### config.mk
export PLATFORM = sky130hd
export DESIGN_NAME = vx_ibuffer_reader
export DESIGN_NICKNAME = d
export VERILOG_FILES = /design/src/rtl/vx_ibuffer_reader_pkg.sv /design/src/rtl/vx_ibuffer_reader_ebuf.sv /design/src/rtl/vx_ibuffer_reader.sv
export SDC_FILE = /design/constraint.sdc
export NUM_CORES = 1
export LEC_CHECK = 0
export ABC_CLOCK_PERIOD_IN_PS = 11930
export BUFFER_PORTS_ARGS = -buffer_cell sky130_fd_sc_hd__buf_2
export CAP_MARGIN = 25
export CORE_MARGIN = 5
export CORE_UTILIZATION = 49
export DETAILED_ROUTE_END_ITERATION = 8
export PLACE_DENSITY = 0.77
export SLEW_MARGIN = 20
export SYNTH_ARGS = -nofsm -noshare
export SYNTH_HDL_FRONTEND = slang
export SYNTH_SLANG_ARGS = --single-unit
### constraint.sdc
create_clock -name clk -period 11.93 [get_ports clk]
set_input_delay 2.386 -clock clk [delete_from_list [all_inputs] [get_ports clk]]
set_output_delay 2.386 -clock clk [all_outputs]
set_load 0.02 [all_outputs]
### src/rtl/vx_ibuffer_reader_pkg.sv
// Shared types and encodings for the instruction-buffer reader slice.
package vx_ibuffer_reader_pkg;

  localparam int UUID_W      = 16;
  localparam int NW_W        = 2;
  localparam int NUM_THREADS = 4;
  localparam int EX_W        = 2;
  localparam int OP_W        = 4;
  localparam int MOD_W       = 3;
  localparam int XLEN        = 32;
  localparam int REG_W       = 6;

  localparam logic [EX_W-1:0]  EX_ALU        = 2'd0;
  localparam logic [EX_W-1:0]  EX_LSU        = 2'd1;
  localparam logic [OP_W-1:0]  INST_ALU_ADD  = 4'h0;
  localparam logic [OP_W-1:0]  INST_ALU_MMUL = 4'hE;
  localparam logic [MOD_W-1:0] MMUL_MOD_PART = 3'b010;
  localparam logic [MOD_W-1:0] MMUL_MOD_LAST = 3'b000;

  // MMUL grouping FSM encodings
  localparam logic [1:0] ST_IDLE = 2'd0;
  localparam logic [1:0] ST_GRP1 = 2'd1;
  localparam logic [1:0] ST_GRP2 = 2'd2;

  typedef struct packed {
    logic [UUID_W-1:0]      uuid;
    logic [NW_W-1:0]        wis;
    logic [NUM_THREADS-1:0] tmask;
    logic [EX_W-1:0]        ex_type;
    logic [OP_W-1:0]        op_type;
    logic [MOD_W-1:0]       op_mod;
    logic                   wb;
    logic                   use_PC;
    logic                   use_imm;
    logic [XLEN-1:0]        PC;
    logic [XLEN-1:0]        imm;
    logic [REG_W-1:0]       rd;
    logic [REG_W-1:0]       rs1;
    logic [REG_W-1:0]       rs2;
    logic [REG_W-1:0]       rs3;
    logic                   is_mstore;
  } ibuf_entry_t;

  localparam int IBUF_DATAW = $bits(ibuf_entry_t);

  // Entry plus the group tags computed when it was accepted
  typedef struct packed {
    ibuf_entry_t data;
    logic        first;
    logic        last;
  } ibuf_tagged_t;

  localparam int TAGGED_W = $bits(ibuf_tagged_t);

  function automatic logic is_mmul(input ibuf_entry_t e);
    return (e.ex_type == EX_ALU) && (e.op_type == INST_ALU_MMUL);
  endfunction

endpackage

### src/rtl/vx_ibuffer_reader_ebuf.sv
// Two-entry elastic buffer: registered output stage plus one skid entry.
// Upstream ready depends only on skid occupancy, never on ready_out.
module vx_ibuffer_reader_ebuf #(
  parameter int DATAW = 8
) (
  input  logic             clk,
  input  logic             reset,
  input  logic             valid_in,
  input  logic [DATAW-1:0] data_in,
  output logic             ready_in,
  output logic             valid_out,
  output logic [DATAW-1:0] data_out,
  input  logic             ready_out
);

  logic             skid_valid;
  logic [DATAW-1:0] skid_data;
  logic             push;
  logic             load;

  assign ready_in = !skid_valid;
  assign push     = valid_in && ready_in;
  assign load     = !valid_out || ready_out;

  // Occupancy: output reloads from skid first, else directly from input
  always_ff @(posedge clk) begin
    if (reset) begin
      valid_out  <= 1'b0;
      skid_valid <= 1'b0;
    end else if (load) begin
      valid_out  <= skid_valid || push;
      skid_valid <= 1'b0;
    end else if (push) begin
      skid_valid <= 1'b1;
    end
  end

  // Payload registers carry no reset; they are qualified by the valid flags
  always_ff @(posedge clk) begin
    if (load) begin
      data_out <= skid_valid ? skid_data : data_in;
    end
    if (!load && push) begin
      skid_data <= data_in;
    end
  end

endmodule

### src/rtl/vx_ibuffer_reader.sv
// Consumer end of one ibuffer issue slice: pops entries, tags MMUL
// micro-op triples for atomic issue, flags ordering errors, counts perf events.
module vx_ibuffer_reader
  import vx_ibuffer_reader_pkg::*;
#(
  parameter int CORE_ID  = 0,
  parameter int ISSUE_ID = 0,
  parameter int PERF_W   = 32
) (
  input  logic                  clk,
  input  logic                  reset,
  input  logic                  in_valid,
  input  logic [IBUF_DATAW-1:0] in_data,
  output logic                  in_ready,
  output logic                  out_valid,
  output logic [IBUF_DATAW-1:0] out_data,
  output logic                  out_grp_first,
  output logic                  out_grp_last,
  input  logic                  out_ready,
  output logic                  ibuf_pop,
  output logic                  mmul_active,
  output logic                  mmul_seq_err,
  output logic [PERF_W-1:0]     perf_mmul_grps,
  output logic [PERF_W-1:0]     perf_stalls
);

  // Slice identity is trace-only; this empty scope keeps it in the hierarchy
  if (CORE_ID >= 0 && ISSUE_ID >= 0) begin : g_slice_id
  end

  ibuf_entry_t  entry;
  ibuf_tagged_t buf_in;
  ibuf_tagged_t buf_out;
  logic         accept;
  logic         ent_mmul;
  logic         ent_part;
  logic         ent_last;
  logic         same_wis;

  logic [1:0]      state;
  logic [1:0]      nxt_state;
  logic [NW_W-1:0] grp_wis;
  logic            tag_first;
  logic            tag_last;
  logic            seq_err;
  logic            grp_done;
  logic            seed_grp;

  assign entry    = ibuf_entry_t'(in_data);
  assign accept   = in_valid && in_ready;
  assign ibuf_pop = accept;
  assign ent_mmul = is_mmul(entry);
  assign ent_part = ent_mmul && (entry.op_mod == MMUL_MOD_PART);
  assign ent_last = ent_mmul && (entry.op_mod == MMUL_MOD_LAST);
  assign same_wis = (entry.wis == grp_wis);

  // Next-state and tag decode for the entry currently offered
  always_comb begin
    nxt_state = state;
    tag_first = 1'b0;
    tag_last  = 1'b1;
    seq_err   = 1'b0;
    grp_done  = 1'b0;
    seed_grp  = 1'b0;
    case (state)
      ST_GRP1: begin
        if (ent_part && same_wis) begin
          nxt_state = ST_GRP2;
          tag_last  = 1'b0;
        end else begin
          seq_err = 1'b1;
        end
      end
      ST_GRP2: begin
        if (ent_last && same_wis) begin
          nxt_state = ST_IDLE;
          grp_done  = 1'b1;
        end else begin
          seq_err = 1'b1;
        end
      end
      default: begin
        if (ent_last) begin
          seq_err = 1'b1;
        end
      end
    endcase
    // A PART that is not a legal continuation starts a fresh triple
    if (ent_part && (state == ST_IDLE || seq_err)) begin
      nxt_state = ST_GRP1;
      tag_first = 1'b1;
      tag_last  = 1'b0;
      seed_grp  = 1'b1;
    end else if (seq_err) begin
      nxt_state = ST_IDLE;
    end
  end

  // FSM state and group owner, advanced only on accept
  always_ff @(posedge clk) begin
    if (reset) begin
      state   <= ST_IDLE;
      grp_wis <= '0;
    end else if (accept) begin
      state <= nxt_state;
      if (seed_grp) begin
        grp_wis <= entry.wis;
      end
    end
  end

  // Status pulses and saturating perf counters
  always_ff @(posedge clk) begin
    if (reset) begin
      mmul_active    <= 1'b0;
      mmul_seq_err   <= 1'b0;
      perf_mmul_grps <= '0;
      perf_stalls    <= '0;
    end else begin
      mmul_active  <= accept ? (nxt_state != ST_IDLE) : (state != ST_IDLE);
      mmul_seq_err <= accept && seq_err;
      if (accept && grp_done && perf_mmul_grps != '1) begin
        perf_mmul_grps <= perf_mmul_grps + PERF_W'(1);
      end
      if (out_valid && !out_ready && perf_stalls != '1) begin
        perf_stalls <= perf_stalls + PERF_W'(1);
      end
    end
  end

  assign buf_in.data  = entry;
  assign buf_in.first = tag_first;
  assign buf_in.last  = tag_last;

  vx_ibuffer_reader_ebuf #(
    .DATAW (TAGGED_W)
  ) u_ebuf (
    .clk       (clk),
    .reset     (reset),
    .valid_in  (in_valid),
    .data_in   (buf_in),
    .ready_in  (in_ready),
    .valid_out (out_valid),
    .data_out  (buf_out),
    .ready_out (out_ready)
  );

  assign out_data      = buf_out.data;
  assign out_grp_first = out_valid && buf_out.first;
  assign out_grp_last  = out_valid && buf_out.last;

endmodule

# Yosys cells after proc, flatten, opt, wreduce, memory -nomap -nowiden
# Cells that the tools add are included.
[totals]
in_bits = 127
reg_bits = 322
elab_cells = 64
output_inout_bits = 194
[op_classes]
n_eq_ne = 7
n_reduce_logical = 29
add_sub_neg = 2
muxes = 16
[op_table]
columns = ["cell", "count"]
rows = [
  ["$mux 125", 1],
  ["$add 32x1->32 const B", 2],
  ["$ne 32x32->1 const B", 2],
  ["$logic_and 1x1->1", 15],
  ["$mux 1", 9],
  ["$mux 2", 4],
  ["$eq 4x4->1 const B", 1],
  ["$logic_not 1->1", 4],
  ["$logic_not 2->1", 2],
  ["$pmux 2 s2", 1],
  ["$reduce_bool 2->1", 2],
  ["$eq 3x2->1 const B", 1],
  ["$logic_not 3->1", 1],
  ["$logic_or 1x1->1", 3],
  ["$eq 2x1->1 const B", 1],
  ["$eq 2x2->1", 1],
  ["$eq 2x2->1 const B", 1],
  ["$pmux 1 s2", 1],
  ["$reduce_and 2->1", 1],
  ["$reduce_or 2->1", 1],
]

# Longest topological paths before layout
[logic_depth]
ltp_word = 11
ltp_mapped = 8
ltp_nobuf = 7

# By module
# From an unflattened synthesis, not the netlist that was laid out.
[hier_totals]
cells_unflattened = 861
area_unflattened_um2 = 12977.4
[modules_own_cells]
columns = ["module", "seq_area_each_um2", "cells_per_inst", "n_inst", "area_each_um2"]
rows = [
  ["vx_ibuffer_reader_ebuf", 7547.2, 397, 1, 9163.8],
  ["vx_ibuffer_reader", 1401.3, 464, 1, 3813.7],
]

# Worst setup path before layout
# No wires, ideal clock.
[synth_timing]
path_kind = "input to register"
startpoint = "in out_ready"
endpoint = "reg u_ebuf.skid_data[0], enable pin"
required_ns = 11.321
setup_slack_ns = -0.072
setup_ns = 0.609
n_path_buf = 0
t_arrival_ns = 11.393
cell_stages = 3
path_cell_list = "nor2b_1 -> clkinv_1 -> nor2_1"
[synth_between]
elab_chain_cells = 3
[synth_lines]
columns = ["element", "line", "text"]
rows = [
  ["start: declaration", "vx_ibuffer_reader.sv:19", "input logic out_ready,"],
  ["$logic_or 1x1->1", "vx_ibuffer_reader_ebuf.sv:23", "assign load = !valid_out || ready_out;"],
  ["$logic_not 1->1", "vx_ibuffer_reader_ebuf.sv:43", "if (!load && push) begin"],
  ["$logic_and 1x1->1", "vx_ibuffer_reader_ebuf.sv:43", ""],
  ["end signal: assignment", "vx_ibuffer_reader_ebuf.sv:44", "skid_data <= data_in;"],
  ["end: declaration", "vx_ibuffer_reader_ebuf.sv:17", "logic [DATAW-1:0] skid_data;"],
]
# Every way passes these cells.
# A chain may end at the register's enable or synchronous reset.

# Worst setup path after layout
[layout_timing]
startpoint = "in in_valid"
endpoint = "out ibuf_pop"
[layout_between]
elab_chain_cells = 1
[layout_lines]
columns = ["element", "line", "text"]
rows = [
  ["start: declaration", "vx_ibuffer_reader.sv:12", "input logic in_valid,"],
  ["$logic_and 1x1->1", "vx_ibuffer_reader.sv:50", "assign accept = in_valid && in_ready;"],
  ["end: declaration", "vx_ibuffer_reader.sv:20", "output logic ibuf_pop,"],
]
# Every way passes these cells.

==> flow_metrics.py <==
metrics = {
    "outcome": {
        "status": "completed",
    },
    "timing": {
        "slew_violations": 0,
        "post-route-period-util_pct": 46.4,
        "timing.hold.ws_ns": 0.493,
        "worst_pin_slew_ns": 0.975,
        "fin_setup_tns_ns": 0,
        "max_freq_ghz": 0.181,
        "relSlewSlack_pct": 35.0,
        "period_needed_ns": 5.53,
        "rsz0062_at_grt": "false",
        "fin_worst_skew_ns": 0.0174,
        "finalHoldViolations": 0,
        "setup_viol_count_final": 0,
    },
    "setup_path": {
        "required_ns": 9.54,
        "worstPathMaxFanout": 8,
        "arrival_ns": 3.15,
        "cp-start-kind": "primary input",
        "reg2reg_from": "u_ebuf.valid_out",
        "rr_worst_depth": 5,
        "worst-r2r-setup-slack_ns": 8.75,
        "crit_type": "in -> out",
        "r2r_end": "u_ebuf.skid_data[102]",
        "endpoint_kind": "primary output",
    },
    "route": {
        "wl_mm": 29.6,
        "num_vias": 8654,
        "firstDrtPassIters": 5,
        "route.detailed.drc": 0,
        "drtIter0Drc": 590,
        "antenna_left": 0,
        "via_per_inst": 5.41,
        "wl_per_cell_microns": 18.5,
    },
    "cts": {
        "cts_resized": 0,
        "path_clk_slew_ns": 0.06,
        "cts_tree": "done",
        "clk_latency_ns": 0.51,
        "cts.path.max_buffers": 3,
        "cts_root_buf": "clkbuf_16",
        "cts_max_level": 2,
        "cts_setup_buffers": 0,
        "hold_buffers": 0,
        "cts_sinks": 322,
        "numCtsBuffers": 36,
    },
    "logic_synthesis": {
        "synthCells": 993,
        "yosysSeqAreaShare_pct": 64.5,
        "avgSynthCellArea_sq_um": 14.0,
        "ys_types": 63,
        "synth.net_count": 1125,
        "synth-edff-count": 250,
        "yosys_warnings": 0,
        "ys.flop_type": "edfxtp_1",
        "ys_seq_elements": 322,
        "async_reset_ff_share_pct": 0,
        "syn-cell-area_sq_um": 13900,
    },
    "placed_design": {
        "post-place-cells": 1535,
        "portBuffers": 320,
        "dp_hpwl_mm": 19.8,
        "place.gp.congestion": 0.862,
    },
    "floorplan": {
        "die_x_microns": 178,
        "io_pins": 321,
        "die-area_sq_um": 31800,
        "design.core.area_sq_um": 27900,
        "start_util_pct": 49.8,
        "rows": 61,
        "die_y_microns": 178,
    },
    "grt": {
        "grt_overflow": 0,
        "grt_pass1_wl_mm": 45.5,
        "grt_pass1_vias": 8607,
        "gr-usage-all-layers_pct": 17.8,
        "antenna_found_initial": 6,
        "grt_max_degree": 81,
    },
    "finish": {
        "drive_above_1_share_pct": 43.4,
        "layoutNonFillerInstCount": 1601,
        "final_cell_mix": "buf_2, edfxtp_1, mux2_2",
        "area_growth_syn_to_layout_pct": 15.4,
        "final_common_cell": "buf_2",
        "insertedDiodeCount": 0,
        "fin_nets": 1328,
    },
    "power": {
        "powerDensity_nw_per_um2": 154,
        "leakage_nw": 5.91,
        "vdd_drop_max_mv": 0.0857,
    },
    "min_path": {
        "holdCritPathClass": "reg -> reg",
        "hold-path-endpoint": "state[0]",
        "worstHoldPathCells": 2,
        "hp-start": "state[0]",
    },
    "run": {
        "cap_violations": 0,
    },
}
-- where the power goes --
| part | internal (mW) | switching [mW] | total, mW | leakage, nW |
|---|---|---|---|---|
| Sequential | 1.26 | 0.0135 | 1.27 | 3.01 |
| Clock | 0.597 | 0.432 | 1.03 | 0.551 |
| Combinational | 0.0608 | 0.103 | 0.164 | 2.35 |
-- cells in the mapped netlist, types with 2 or more instances --
| cell | count | area (sq um) |
|---|---|---|
| nand2b_1 | 6 | 37.5 |
| and3_1 | 6 | 37.5 |
| inv_1 | 13 | 48.8 |
| and2_1 | 3 | 18.8 |
| o211ai_1 | 2 | 15.0 |
| o2111ai_1 | 4 | 35.0 |
| edfxtp_1 | 250 | 7510 |
| nor2b_1 | 7 | 43.8 |
| dfxtp_1 | 72 | 1440 |
| nor4_2 | 2 | 25.0 |
| mux2i_1 | 3 | 30.0 |
| nand4_1 | 18 | 113 |
| a211oi_1 | 3 | 22.5 |
| buf_4 | 124 | 931 |
| and4_1 | 6 | 52.6 |
| nand2_1 | 29 | 109 |
| or4_1 | 18 | 135 |
| nor4_1 | 10 | 62.6 |
| o32ai_1 | 2 | 17.5 |
| nand3b_1 | 3 | 22.5 |
| buf_1 | 5 | 18.8 |
| xor2_1 | 2 | 17.5 |
| a311o_1 | 2 | 20.0 |
| nor3_1 | 7 | 35.0 |
| buf_2 | 5 | 25.0 |
| a31oi_1 | 5 | 31.3 |
| xnor2_1 | 14 | 123 |
| mux2_2 | 127 | 1430 |
| a21oi_1 | 48 | 240 |
| or2_2 | 3 | 18.8 |
| clkbuf_1 | 24 | 90.1 |
| or4_2 | 8 | 70.1 |
| o21ai_0 | 24 | 120 |
| ha_1 | 5 | 62.6 |
| o31ai_1 | 23 | 173 |
| or3_1 | 17 | 106 |
| o41ai_1 | 2 | 17.5 |
| nand3_1 | 28 | 140 |
| or4b_1 | 2 | 20.0 |
| nor2_1 | 38 | 143 |
-- layout make-up --
cell class	instances	area [sq um]
Clock buffer	45	997
Clock inverter	20	116
Fill cell	2205	11800
Inverter	14	57.6
Multi-Input combinational cell	496	3770
Sequential cell	322	8950
Tap cell	378	473
Timing Repair Buffer	326	1650
-- flip-flops by register name, summed over array words and instances, names as in the netlist --
signal and count:
u_ebuf.valid_out 1, u_ebuf.skid_data 125, mmul_active 1, perf_mmul_grps 32
state 2, grp_wis 2, perf_stalls 32, mmul_seq_err 1
u_ebuf.data_out 125, u_ebuf.skid_valid 1
-- worst max-delay path: stages --
cell and delay, ns:
buf_2 0.11, nand2b_1 0.27, inv_1 0.17, buf_2 0.20
-- cells by family (layout without fill, tap and decap cells) --
| kind of cell | after synthesis | count (layout) | synth area share [%] |
|---|---|---|---|
| multiplexers | 130 | 130 | 10.5 |
| AO/OA/AOI/OAI | 125 | 125 | 5.76 |
| XOR/XNOR | 16 | 16 | 1.01 |
| adder cells (fa/ha/maj) | 5 | 5 | 0.451 |
| flip-flops | 322 | 322 | 64.5 |
| buffers and inverters | 175 | 405 | 8.38 |
| AND/OR/NAND/NOR | 220 | 220 | 9.37 |
-- routing by layer --
metal	up-vias	part of all wire, %	track usage (%)
met5	-	0.23	0
met4	12	2.2	4.89
met3	75	9.8	5.34
met2	381	47	29.1
met1	4113	41	23.3
li1	4073	-	-
-- metrics by stage --
| step | util (%) | total power [mW] | cell area (sq um) | setup slack [ns] |
|---|---|---|---|---|
| after global routing | 57.5 | 2.56 | 16000 | 6.35 |
| after global placement | 53.5 | 1.46 | 14900 | 6.42 |
| after floorplan | - | 1.43 | 13900 | 1.67 |
| final | 57.5 | 2.46 | 16000 | 6.40 |
| after CTS | 57.5 | 2.50 | 16000 | 6.41 |
| after detailed placement | 53.5 | 1.46 | 14900 | 6.41 |
-- worst max path at each step --
stage	from	cells after the start	to	slack, ns
after floorplan	out_ready	3	u_ebuf.skid_data[0]	1.67
after CTS	in_valid	4	ibuf_pop	6.41
final	in_valid	4	ibuf_pop	6.40
after global placement	in_valid	4	ibuf_pop	6.42
after detailed placement	in_valid	4	ibuf_pop	6.41
after global routing	in_valid	4	ibuf_pop	6.35
No activity file was read; power rests on OpenSTA's default activity.
